$ cat src/rtl/membus_arbiter.sv
// membus_arbiter
//   Shares one downstream membus master between two requesters (port 0: CPU
//   core, port 1: boot loader / draw DMA). Round-robin arbitration with the
//   request and response paths forwarded combinationally. Accepted requests
//   are tracked in a grant-ID FIFO so in-order responses reach their owner.
//
// Ports
//   clk, rst            single clock, synchronous active-high reset
//   m0_* / m1_*         requester ports: valid/ready handshake, addr, wen,
//                       wdata, wmask; rvalid/rdata response
//   s_*                 downstream request (muxed fields) and response
//   outstanding         accepted-but-unanswered request count
//   err_orphan          sticky flag: response arrived with nothing outstanding
module membus_arbiter #(
  parameter int ADDR_W = 32,
  parameter int DATA_W = 64,
  parameter int DEPTH  = 4
) (
  input  logic                      clk,
  input  logic                      rst,
  input  logic                      m0_valid,
  output logic                      m0_ready,
  input  logic [ADDR_W-1:0]         m0_addr,
  input  logic                      m0_wen,
  input  logic [DATA_W-1:0]         m0_wdata,
  input  logic [DATA_W/8-1:0]       m0_wmask,
  output logic                      m0_rvalid,
  output logic [DATA_W-1:0]         m0_rdata,
  input  logic                      m1_valid,
  output logic                      m1_ready,
  input  logic [ADDR_W-1:0]         m1_addr,
  input  logic                      m1_wen,
  input  logic [DATA_W-1:0]         m1_wdata,
  input  logic [DATA_W/8-1:0]       m1_wmask,
  output logic                      m1_rvalid,
  output logic [DATA_W-1:0]         m1_rdata,
  output logic                      s_valid,
  input  logic                      s_ready,
  output logic [ADDR_W-1:0]         s_addr,
  output logic                      s_wen,
  output logic [DATA_W-1:0]         s_wdata,
  output logic [DATA_W/8-1:0]       s_wmask,
  input  logic                      s_rvalid,
  input  logic [DATA_W-1:0]         s_rdata,
  output logic [$clog2(DEPTH):0]    outstanding,
  output logic                      err_orphan
);

  localparam int PTR_W = $clog2(DEPTH);
  localparam int CNT_W = PTR_W + 1;

  typedef enum logic {
    ARB_OPEN,
    ARB_LOCKED
  } arb_state_e;

  arb_state_e       state_q;
  logic             lock_id_q;
  logic             last_grant_q;
  logic [PTR_W-1:0] wr_ptr_q;
  logic [PTR_W-1:0] rd_ptr_q;
  logic [CNT_W-1:0] count_q;
  logic [CNT_W-1:0] count_d;
  logic             err_orphan_q;
  logic             fifo_q [DEPTH];

  logic grant;
  logic full;
  logic empty;
  logic push;
  logic pop;
  logic head;

  assign full  = (count_q == CNT_W'(DEPTH));
  assign empty = (count_q == '0);
  assign head  = fifo_q[rd_ptr_q];

  always_comb begin
    grant = last_grant_q;
    if (state_q == ARB_LOCKED) begin
      grant = lock_id_q;
    end else if (m0_valid && m1_valid) begin
      grant = ~last_grant_q;
    end else if (m0_valid) begin
      grant = 1'b0;
    end else if (m1_valid) begin
      grant = 1'b1;
    end
  end

  assign s_valid = (grant ? m1_valid : m0_valid) & ~full & ~rst;
  assign s_addr  = grant ? m1_addr  : m0_addr;
  assign s_wen   = grant ? m1_wen   : m0_wen;
  assign s_wdata = grant ? m1_wdata : m0_wdata;
  assign s_wmask = grant ? m1_wmask : m0_wmask;

  assign push     = s_valid & s_ready;
  assign m0_ready = push & ~grant;
  assign m1_ready = push & grant;

  // Responses are steered by the FIFO head; data is broadcast to both ports.
  assign pop       = s_rvalid & ~empty & ~rst;
  assign m0_rvalid = pop & ~head;
  assign m1_rvalid = pop & head;
  assign m0_rdata  = s_rdata;
  assign m1_rdata  = s_rdata;

  always_comb begin
    count_d = count_q;
    case ({push, pop})
      2'b10:   count_d = count_q + 1'b1;
      2'b01:   count_d = count_q - 1'b1;
      default: count_d = count_q;
    endcase
  end

  assign outstanding = count_q;
  assign err_orphan  = err_orphan_q;

  always_ff @(posedge clk) begin
    if (rst) begin
      state_q      <= ARB_OPEN;
      lock_id_q    <= 1'b0;
      last_grant_q <= 1'b1;
      wr_ptr_q     <= '0;
      rd_ptr_q     <= '0;
      count_q      <= '0;
      err_orphan_q <= 1'b0;
    end else begin
      count_q <= count_d;
      if (push) begin
        wr_ptr_q     <= wr_ptr_q + 1'b1;
        last_grant_q <= grant;
        state_q      <= ARB_OPEN;
      end else if (s_valid) begin
        // Stalled request: pin the choice so the downstream fields stay stable.
        state_q   <= ARB_LOCKED;
        lock_id_q <= grant;
      end
      if (pop) begin
        rd_ptr_q <= rd_ptr_q + 1'b1;
      end
      if (s_rvalid && empty) begin
        err_orphan_q <= 1'b1;
      end
    end
  end

  // Grant-ID storage needs no reset: occupancy is tracked by count/pointers.
  always_ff @(posedge clk) begin
    if (push) begin
      fifo_q[wr_ptr_q] <= grant;
    end
  end

endmodule

$ cat config.mk
export PLATFORM = sky130hd
export DESIGN_NAME = membus_arbiter
export DESIGN_NICKNAME = d
export VERILOG_FILES = /design/src/rtl/membus_arbiter.sv
export SDC_FILE = /design/constraint.sdc
export NUM_CORES = 1
export LEC_CHECK = 0
export ABC_AREA = 1
export CORE_AREA = 2 2 201 203
export DETAILED_ROUTE_END_ITERATION = 16
export DIE_AREA = 0 0 203 205
export DONT_BUFFER_PORTS = 1
export GPL_ROUTABILITY_DRIVEN = 1
export GPL_TIMING_DRIVEN = 1
export PLACE_DENSITY = 0.3
export RECOVER_POWER = 50
export SYNTH_ARGS = -nofsm -noshare
export SYNTH_HDL_FRONTEND = slang
export SYNTH_SLANG_ARGS = --single-unit
$ cat constraint.sdc
create_clock -name clk -period 5.5 [get_ports clk]
set_input_delay 0.55 -clock clk [delete_from_list [all_inputs] [get_ports clk]]
set_output_delay 0.55 -clock clk [all_outputs]
set_load 0.03 [all_outputs]
==> results.sh <==
export IMPL_status="completed"
export IMPL_dp_slack_ns=2.39
export IMPL_postSynthNetCount=869
export IMPL_fin_crit_ns=3.05
export IMPL_syn_area_um2=3190
export IMPL_post_route_period_util_pct=55.4
export IMPL_coreArea_um2=39400
export IMPL_grt_use_total_pct=6.12
export IMPL_nets=724
export IMPL_grt_pass1_vias=2374
export IMPL_synthFlopType="dfxtp_1"
export IMPL_final_setup_skew_ns=0.00607
export IMPL_dp_hpwl_um=12400
export IMPL_viasPerCell=2.97
export IMPL_port_buffers=0
export IMPL_grt_setup_unrepaired="false"
export IMPL_h_tree_depth=1
export IMPL_syn_to_final_growth_pct=-10.4
export IMPL_grt_overflow=0
export IMPL_arrival_ns=2.50
export IMPL_yosysSeqAreaShare_pct=11.9
export IMPL_synth_cell_type_count=27
export IMPL_fin_ws_ns=2.45
export IMPL_met1_usage_pct=5.85
export IMPL_ir_worst_vdd_mv=0.0847
export IMPL_hold_class="primary input to flop"
export IMPL_hold_ws_ns=0.367
export IMPL_cts_setup_buffers=0
export IMPL_ant_nets=0
export IMPL_worst_pin_slew_ns=1.12
export IMPL_clock_path_buffers=2
export IMPL_tns_ns=0
export IMPL_p_leak_nw=1.38
export IMPL_fp_dieH_um=205
export IMPL_clk_insertion_delay_late_ns=0.25
export IMPL_start_util_pct=8.09
export IMPL_drive_above_1_share_pct=3.20
export IMPL_clk_pin_slew_ns=0.06
export IMPL_clock_sinks=17
export IMPL_gp_congestion=0.897
export IMPL_reg2reg_slack_ns=2.91
export IMPL_wl_um=14400
export IMPL_fill_cells=4664
export IMPL_clockRootBuffer="clkbuf_16"
export IMPL_met3_usage_pct=3.02
export IMPL_ys_warnings_count=0
export IMPL_seq_area_um2=380
export IMPL_grt_antenna_before_repair=4
export IMPL_grt_busiest_layer="met2"
export IMPL_routedWlPerCell_um=14.9
export IMPL_pin_count=522
export IMPL_die_w_um=203
export IMPL_cp_required_ns=4.95
export IMPL_cts_tree="built"
export IMPL_synth_edff_count=4
export IMPL_cts_inserted_buffers=3
export IMPL_drc=0
export IMPL_synth_area_per_cell_um2=5.46
export IMPL_multi_input_area_um2=1630
export IMPL_synth_top_area_share_pct=39.5
export IMPL_holdBufCountCts=0
export IMPL_final_max_slew_viol_count=0
export IMPL_postSynthCellCount=583
export IMPL_powerDensity_nw_per_um2=307
export IMPL_critical_path_max_fanout=60
export IMPL_final_hold_violation_count=0
export IMPL_setup_viol=0
export IMPL_rows=73
export IMPL_crit_type="flop to primary output"
export IMPL_first_pass_iters=7
export IMPL_synth_area_leader_cell="nand2_1"
export IMPL_grt_pass1_wl_um=17800
export IMPL_worstSetupEndpointType="primary output"
export IMPL_vias=2871
export IMPL_async_flop_share_pct=0
export IMPL_cap_violations=0
export IMPL_maxSlewHeadroom_pct=25.3
export IMPL_use_met2_pct=10.6
export IMPL_max_freq_ghz=0.328
export IMPL_finish_utilization_pct=7.25
export IMPL_ys_ff_latch=17
export IMPL_die_area_um2=41600
export IMPL_drt_iter0_markers=83
export IMPL_yosys_top_cells_area="nand2_1 (39%), buf_4 (31%), dfxtp_1 (8.2%)"
export IMPL_ctsResizeCount=0
export IMPL_worstSetupStartpointType="flop"
export IMPL_grt_max_degree=107
-- per-layer routing --
layer,part of all wire (%),wire length (um),vias up
li1,-,-,1329
met1,33,4750,1185
met2,47,6780,299
met3,14,1970,58
met4,6.2,894,0
met5,0,0,-
-- cell usage after synthesis (all sizes together), types with 4 or more instances --
cell type,n
nor2,23
edfxtp,4
nand3,6
clkbuf,5
buf,146
dfxtp,13
o21ai,5
a21oi,6
ha,5
inv,24
nand2,337
-- cell usage in the layout, fill, tap and decap left out, drive strengths merged, types with 3 or more instances in the layout --
| cell type | n |
|---|---|
| dfxtp | 13 |
| diode | 4 |
| nand3 | 6 |
| ha | 5 |
| clkbuf | 3 |
| inv | 24 |
| nor2 | 23 |
| o21ai | 5 |
| nand2 | 337 |
| edfxtp | 4 |
| a21oi | 6 |
-- cell families after synthesis --
family	after synthesis	synth area share [%]
compound gates	15	3.10
buf+inv	176	37.4
flops	17	11.9
fa+ha+maj	6	2.59
simple gates	369	45.0
-- power breakdown --
| part | internal [mW] | switching [mW] | total [mW] |
|---|---|---|---|
| sequential | 0.138 | 0.0122 | 0.150 |
| combinational | 0.0803 | 0.501 | 0.582 |
| clock | 0.0972 | 0.0490 | 0.146 |
-- worst paths after layout --
| check | startpoint | to | cells after the start |
|---|---|---|---|
| setup / recovery | last_grant_q | s_wmask[5] | 7 |
| hold / removal | rst | outstanding[1] | 1 |
| setup reg to reg | last_grant_q | outstanding[2] | 13 |
| hold reg to reg | rd_ptr_q[1] | rd_ptr_q[1] | 2 |
-- per-stage QoR --
stage / std cells / power [mW] / area (um2)
final: 966 / 0.878 / 2860
after detailed placement: 958 / 0.744 / 2770
after global routing: 964 / 0.939 / 2850
after CTS: 962 / 0.893 / 2850
after floorplan: 583 / 0.837 / 3190
after global placement: 958 / 0.742 / 2770
-- worst max-delay path, cell delays in order, from the launching register on --
cell	delay, ns
dfxtp_1	0.38
inv_2	0.05
nand2_1	0.06
nand3_2	0.10
nand2_4	0.46
buf_4	0.58
nand2_1	0.26
nand2_1	0.32
-- layout make-up --
class	instances	share of cell area (%)
diodes	4	0.351
clock buffers	3	2.63
clock inverters	1	0.175
inverters	25	3.29
multi-input cells	390	57.0
flip-flops and latches	17	13.3
well taps	525	23.0
repair buffers	1	0.263
Power figures use the tool's default switching activity.
